**config.mk**
```make
export PLATFORM = sky130hd
export DESIGN_NAME = turret_cmd_sequencer
export DESIGN_NICKNAME = d
export VERILOG_FILES = /design/src/rtl/turret_cmd_sequencer.sv
export SDC_FILE = /design/constraint.sdc
export NUM_CORES = 1
export LEC_CHECK = 0
export ABC_AREA = 1
export CORE_ASPECT_RATIO = 1.4
export CORE_MARGIN = 2
export CORE_UTILIZATION = 52
export CTS_CLUSTER_DIAMETER = 150
export DETAILED_ROUTE_END_ITERATION = 10
export PLACE_DENSITY = 0.79
export SLEW_MARGIN = 10
export SYNTH_ARGS = -nofsm -noshare
export SYNTH_HDL_FRONTEND = slang
export SYNTH_SLANG_ARGS = --single-unit
```
**constraint.sdc**
```tcl
create_clock -name clk -period 1.7 [get_ports clk]
set_clock_uncertainty 0.15 [all_clocks]
set_input_delay 0.34 -clock clk [delete_from_list [all_inputs] [get_ports clk]]
set_output_delay 0.34 -clock clk [all_outputs]
set_load 0.05 [all_outputs]
```
**src/rtl/turret_cmd_sequencer.sv**
```systemverilog
// turret_cmd_sequencer: arbitrates manual/auto aim requesters and runs the
// timed fire -> recoil -> cooldown sequence feeding angle_decoder.
module turret_cmd_sequencer #(
  parameter int unsigned FIRE_CYCLES     = 4,
  parameter int unsigned RECOIL_CYCLES   = 3,
  parameter int unsigned COOLDOWN_CYCLES = 2,
  parameter int unsigned MAN_TIMEOUT     = 5,
  parameter int unsigned CNT_W           = 32
) (
  input  logic       clk,
  input  logic       reset,
  input  logic [3:0] man_x,
  input  logic [3:0] man_y,
  input  logic       man_fire,
  input  logic       auto_en,
  input  logic [3:0] auto_x,
  input  logic [3:0] auto_y,
  input  logic       auto_fire,
  output logic [3:0] x_cmd,
  output logic [3:0] y_cmd,
  output logic [3:0] fire_cmd,
  output logic       owner,
  output logic       busy,
  output logic [7:0] shot_count
);

  typedef enum logic {OWN_MAN, OWN_AUTO} own_state_t;
  typedef enum logic [1:0] {F_IDLE, F_FIRE, F_RECOIL, F_COOLDOWN} fire_state_t;

  localparam logic [CNT_W-1:0] MAN_TO      = CNT_W'(MAN_TIMEOUT);
  localparam logic [CNT_W-1:0] FIRE_LAST   = CNT_W'(FIRE_CYCLES - 1);
  localparam logic [CNT_W-1:0] RECOIL_LAST = CNT_W'(RECOIL_CYCLES - 1);
  localparam logic [CNT_W-1:0] COOL_LAST   = CNT_W'(COOLDOWN_CYCLES - 1);
  localparam logic [CNT_W-1:0] CNT_ONE     = CNT_W'(1);

  // Unknown direction codes collapse to "none".
  function automatic logic [3:0] validate(input logic [3:0] code);
    case (code)
      4'd0, 4'd1, 4'd2, 4'd5: validate = code;
      default:                validate = '0;
    endcase
  endfunction

  own_state_t       own_state;
  fire_state_t      f_state;
  logic [CNT_W-1:0] idle_cnt;
  logic [CNT_W-1:0] f_cnt;
  logic [3:0]       mx_v, my_v, ax_v, ay_v;
  logic             man_active;
  logic             man_fire_q, auto_fire_q, armed;
  logic             man_rise, auto_rise, fire_req;
  logic             aim_freeze_next;

  assign mx_v       = validate(man_x);
  assign my_v       = validate(man_y);
  assign ax_v       = validate(auto_x);
  assign ay_v       = validate(auto_y);
  assign man_active = (mx_v != '0) || (my_v != '0);
  assign owner      = (own_state == OWN_AUTO);

  // armed masks the first post-reset cycle so a button held through reset
  // is not seen as a fresh edge; the edge registers themselves reset to 0.
  assign man_rise  = armed & man_fire & ~man_fire_q;
  assign auto_rise = armed & auto_fire & ~auto_fire_q & owner;
  assign fire_req  = man_rise | auto_rise;

  // Edge-detect history for the fire inputs.
  always_ff @(posedge clk) begin
    if (reset) begin
      man_fire_q  <= 1'b0;
      auto_fire_q <= 1'b0;
      armed       <= 1'b0;
    end else begin
      man_fire_q  <= man_fire;
      auto_fire_q <= auto_fire;
      armed       <= 1'b1;
    end
  end

  // Ownership FSM with manual idle timeout and manual preemption.
  always_ff @(posedge clk) begin
    if (reset) begin
      own_state <= OWN_MAN;
      idle_cnt  <= '0;
    end else begin
      case (own_state)
        OWN_MAN: begin
          if (man_active)
            idle_cnt <= '0;
          else if (idle_cnt < MAN_TO)
            idle_cnt <= idle_cnt + CNT_ONE;
          if (auto_en && (idle_cnt == MAN_TO))
            own_state <= OWN_AUTO;
        end
        OWN_AUTO: begin
          if (man_active || man_rise || !auto_en) begin
            own_state <= OWN_MAN;
            idle_cnt  <= '0;
          end
        end
        default: own_state <= OWN_MAN;
      endcase
    end
  end

  // Aim is frozen whenever the fire FSM will be in FIRE or RECOIL next cycle.
  always_comb begin
    aim_freeze_next = 1'b0;
    case (f_state)
      F_IDLE:   aim_freeze_next = fire_req;
      F_FIRE:   aim_freeze_next = 1'b1;
      F_RECOIL: aim_freeze_next = (f_cnt != RECOIL_LAST);
      default:  aim_freeze_next = 1'b0;
    endcase
  end

  // Registered axis codes from the current owner.
  always_ff @(posedge clk) begin
    if (reset) begin
      x_cmd <= '0;
      y_cmd <= '0;
    end else if (aim_freeze_next) begin
      x_cmd <= '0;
      y_cmd <= '0;
    end else begin
      x_cmd <= owner ? ax_v : mx_v;
      y_cmd <= owner ? ay_v : my_v;
    end
  end

  // Fire sequencer with registered fire_cmd/busy/shot_count.
  always_ff @(posedge clk) begin
    if (reset) begin
      f_state    <= F_IDLE;
      f_cnt      <= '0;
      fire_cmd   <= '0;
      busy       <= 1'b0;
      shot_count <= '0;
    end else begin
      case (f_state)
        F_IDLE: begin
          if (fire_req) begin
            f_state    <= F_FIRE;
            f_cnt      <= '0;
            fire_cmd   <= 4'd1;
            busy       <= 1'b1;
            shot_count <= shot_count + 8'd1;
          end
        end
        F_FIRE: begin
          if (f_cnt == FIRE_LAST) begin
            f_state  <= F_RECOIL;
            f_cnt    <= '0;
            fire_cmd <= 4'd2;
          end else begin
            f_cnt <= f_cnt + CNT_ONE;
          end
        end
        F_RECOIL: begin
          if (f_cnt == RECOIL_LAST) begin
            f_cnt    <= '0;
            fire_cmd <= '0;
            if (COOLDOWN_CYCLES == 0) begin
              f_state <= F_IDLE;
              busy    <= 1'b0;
            end else begin
              f_state <= F_COOLDOWN;
            end
          end else begin
            f_cnt <= f_cnt + CNT_ONE;
          end
        end
        F_COOLDOWN: begin
          if (f_cnt == COOL_LAST) begin
            f_state <= F_IDLE;
            f_cnt   <= '0;
            busy    <= 1'b0;
          end else begin
            f_cnt <= f_cnt + CNT_ONE;
          end
        end
        default: f_state <= F_IDLE;
      endcase
    end
  end

endmodule

```
==> flow_summary.toml <==
[global_route]
grt_overflow = 0
grt_pass1_vias = 5149
grt_pass1_wl_mm = 23.3
antenna_found_initial = 0
grt_max_degree = 34
gr-usage-all-layers = 0.320

[worst_setup_path]
cp_common_cell = "nand2_1"
slowest_delay_ps = 340
critPathArrivalTime_ps = 2100
rrSetupSlack_ps = -330
critical_path.max_fanout = 7
cp-start-kind = "flip-flop"
cp_top_family = "simple AND/OR/NAND/NOR gates"
path_cells = "inv_2 -> ha_4 -> inv_2 -> a21oi_2 -> nand2_1 -> nor2_1 -> nand2_1 -> nand2_1 -> nand2_2 -> nand2_8 -> clkbuf_16 -> nor3b_2"
endpoint_kind = "flip-flop"
timing.critical_path.buf_inv = 3
cp.required_ps = 1770
critPathSlowestCell = "dfxtp_2"
path_class = "flip-flop to flip-flop"

[sta]
fin_tns_setup_ps = -17810
fmax_ghz = 0.492
post-route-min-period_ps = 2030
fin_crit_sh = 1.20
max_slew_margin = 0.531
hold_violations = 0
rsz0062_at_grt = "yes"
worstMarginPinSlew_ps = 704
setup_violations = 76
final_max_slew_viol_count = 0
postLayoutSetupSlackWorst_ps = -332

[cells_and_area]
final_common_cell = "buf_4"
layout.cells.non_filler = 911
insertedDiodeCount = 0
areaGrowthSynthToFinish_pct = 56.8
drive_gt1_frac = 0.382
layout_common_cells = "buf_4 (114), nand2_1 (97), nor2_1 (90)"
final_nets = 835

[synthesis]
ys_warn_count = 0
ys_seq_area_frac = 0.395
ys_ff_latch = 89
syn_inst = 643
syn_area_per_cell_um2 = 7.02
netlist_area_mm2 = 0.00451
netlist-cell-type-count = 34

[clock_network]
clk_latency_ps = 360
cts-root-buf = "clkbuf_16"
cts_tree = "done"
clockBufferDepth = 2
cts_made_buffers = 9
path_clk_slew_ps = 80
hold_buffers = 0
htreeDepth = 3
clock_sinks = 89

[floorplanning]
initial_utilization = 0.530
fp.coreArea_mm2 = 0.00851
dieArea_mm2 = 0.00945
die-width_um = 82.7
die_h_um = 114
ioPinCount = 43
rows = 40

[power]
peakVddDrop_uv = 837
leakage_nw = 3.06
pwr_density_cell_mw_per_mm2 = 938

[routing]
drt_pass1_iterations = 6
viasPerCell = 6.05
num_vias = 5511
drt_wl_total_mm = 18.9
drtIter0Drc = 645
postRouteAntennaNets = 0
drc = 0
wl_per_cell_um = 20.7

[place]
place_inst = 869
port_buffers = 40
place.gp.congestion = 1.05
hpwl_mm = 9.22

[status]
violations = "negative setup slack"
status = "complete, but fails checks"

[job]
cap_violations = 0

[hold_path]
hp-class = "input pin to flip-flop"
## path summary, 6_finish.rpt
path	start	cells past startpoint	endpoint
worst min register to register	idle_cnt[9]$_SDFFE_PP0P_	2	idle_cnt[9]$_SDFFE_PP0P_
worst min-delay path	auto_fire	3	auto_fire_q$_SDFF_PP0_
worst max register to register	idle_cnt[1]$_SDFFE_PP0P_	12	idle_cnt[20]$_SDFFE_PP0P_
worst max-delay path	idle_cnt[1]$_SDFFE_PP0P_	12	idle_cnt[20]$_SDFFE_PP0P_
## Yosys cell counts
cell | number | area [um2]
o41ai_1 | 2 | 17.5
a31oi_1 | 3 | 18.8
nor3_1 | 23 | 115
nand2_4 | 1 | 11.3
nand3b_1 | 2 | 15.0
o21bai_1 | 2 | 15.0
nand4_1 | 29 | 181
nor2_1 | 126 | 473
buf_6 | 5 | 56.3
inv_2 | 1 | 3.75
nor2_2 | 7 | 43.8
nor3b_1 | 14 | 105
clkinv_1 | 1 | 3.75
nor2_4 | 1 | 11.3
nor4_1 | 4 | 25.0
nand2_2 | 4 | 25.0
conb_1 | 1 | 3.75
nand3_1 | 36 | 180
or2_2 | 2 | 12.5
a21oi_1 | 11 | 55.1
nand2_1 | 112 | 420
xor2_1 | 11 | 96.3
nor3_2 | 11 | 110
clkbuf_1 | 5 | 18.8
inv_1 | 88 | 330
nand3_2 | 1 | 10.0
ha_1 | 13 | 163
buf_2 | 4 | 20.0
o21ai_0 | 26 | 130
a21o_1 | 1 | 7.51
buf_4 | 3 | 22.5
dfxtp_1 | 89 | 1780
a41oi_1 | 2 | 17.5
o22ai_1 | 2 | 12.5
## timing repair
item,4_1_cts,5_1_grt
cloned,4,1
endpoints found under the setup margin,73,84
pin swaps,18,54
gates resized for setup,60,131
setup buffers,16,9
## worst register-to-register path, cell delays in order, from the launching register on
cell       delay, ps
dfxtp_2          340
inv_2             90
ha_4             140
inv_2             30
a21oi_2          150
nand2_1          120
nor2_1           180
nand2_1          120
nand2_1          100
nand2_2          110
nand2_8          140
clkbuf_16        190
nor3b_2           50
## registers in the layout, summed over array words and instances, names as in the netlist
| name | cells |
|---|---|
| fire_cmd | 2 |
| idle_cnt | 32 |
| owner | 1 |
| armed | 1 |
| y_cmd | 4 |
| busy | 1 |
| auto_fire_q | 1 |
| shot_count | 8 |
| man_fire_q | 1 |
| f_cnt | 32 |
| x_cmd | 4 |
| f_state | 2 |
## metal layers
| metal | routed length (um) | up-vias | global-route usage |
|---|---|---|---|
| met3 | 1640 | 155 | 0.0599 |
| met4 | 1410 | 0 | 0.214 |
| li1 | - | 2380 | - |
| met1 | 6640 | 2521 | 0.346 |
| met5 | 0 | - | 0 |
| met2 | 9160 | 455 | 0.551 |
## power by group
group	internal, mW	switching, mW
Clock	1.03	0.965
Sequential	2.17	0.0856
Combinational	1.07	1.32
## layout make-up
| cell class | count | area, um2 |
|---|---|---|
| Multi-Input combinational cell | 450 | 2920 |
| Sequential cell | 89 | 1810 |
| Timing Repair Buffer | 161 | 1590 |
| Fill cell | 424 | 1430 |
| Inverter | 90 | 338 |
| Clock buffer | 9 | 225 |
| Tap cell | 105 | 131 |
| Clock inverter | 7 | 65.1 |
## kinds of logic after synthesis
group                    synth area share
AO/OA/AOI/OAI                      0.0607
XOR/XNOR                           0.0213
other                            0.000831
flip-flops                          0.395
adder cells (fa/ha/maj)            0.0360
buffers and inverters               0.101
AND/OR/NAND/NOR                     0.385
## through the flow
step / setup slack, ps / hold slack (ps) / cell area, um2 / power, mW / util
final: -332 / 110 / 7080 / 6.64 / 0.832
after detailed placement: -501 / 288 / 5820 / 3.87 / 0.684
after global placement: -425 / 280 / 5820 / 3.82 / 0.684
after global routing: -478 / 137 / 7080 / 6.80 / 0.832
after CTS: -111 / 290 / 6550 / 6.27 / 0.769
after floorplan: 8.13 / 274 / 4530 / 3.11 / -
Power figures use the tool's default switching activity.
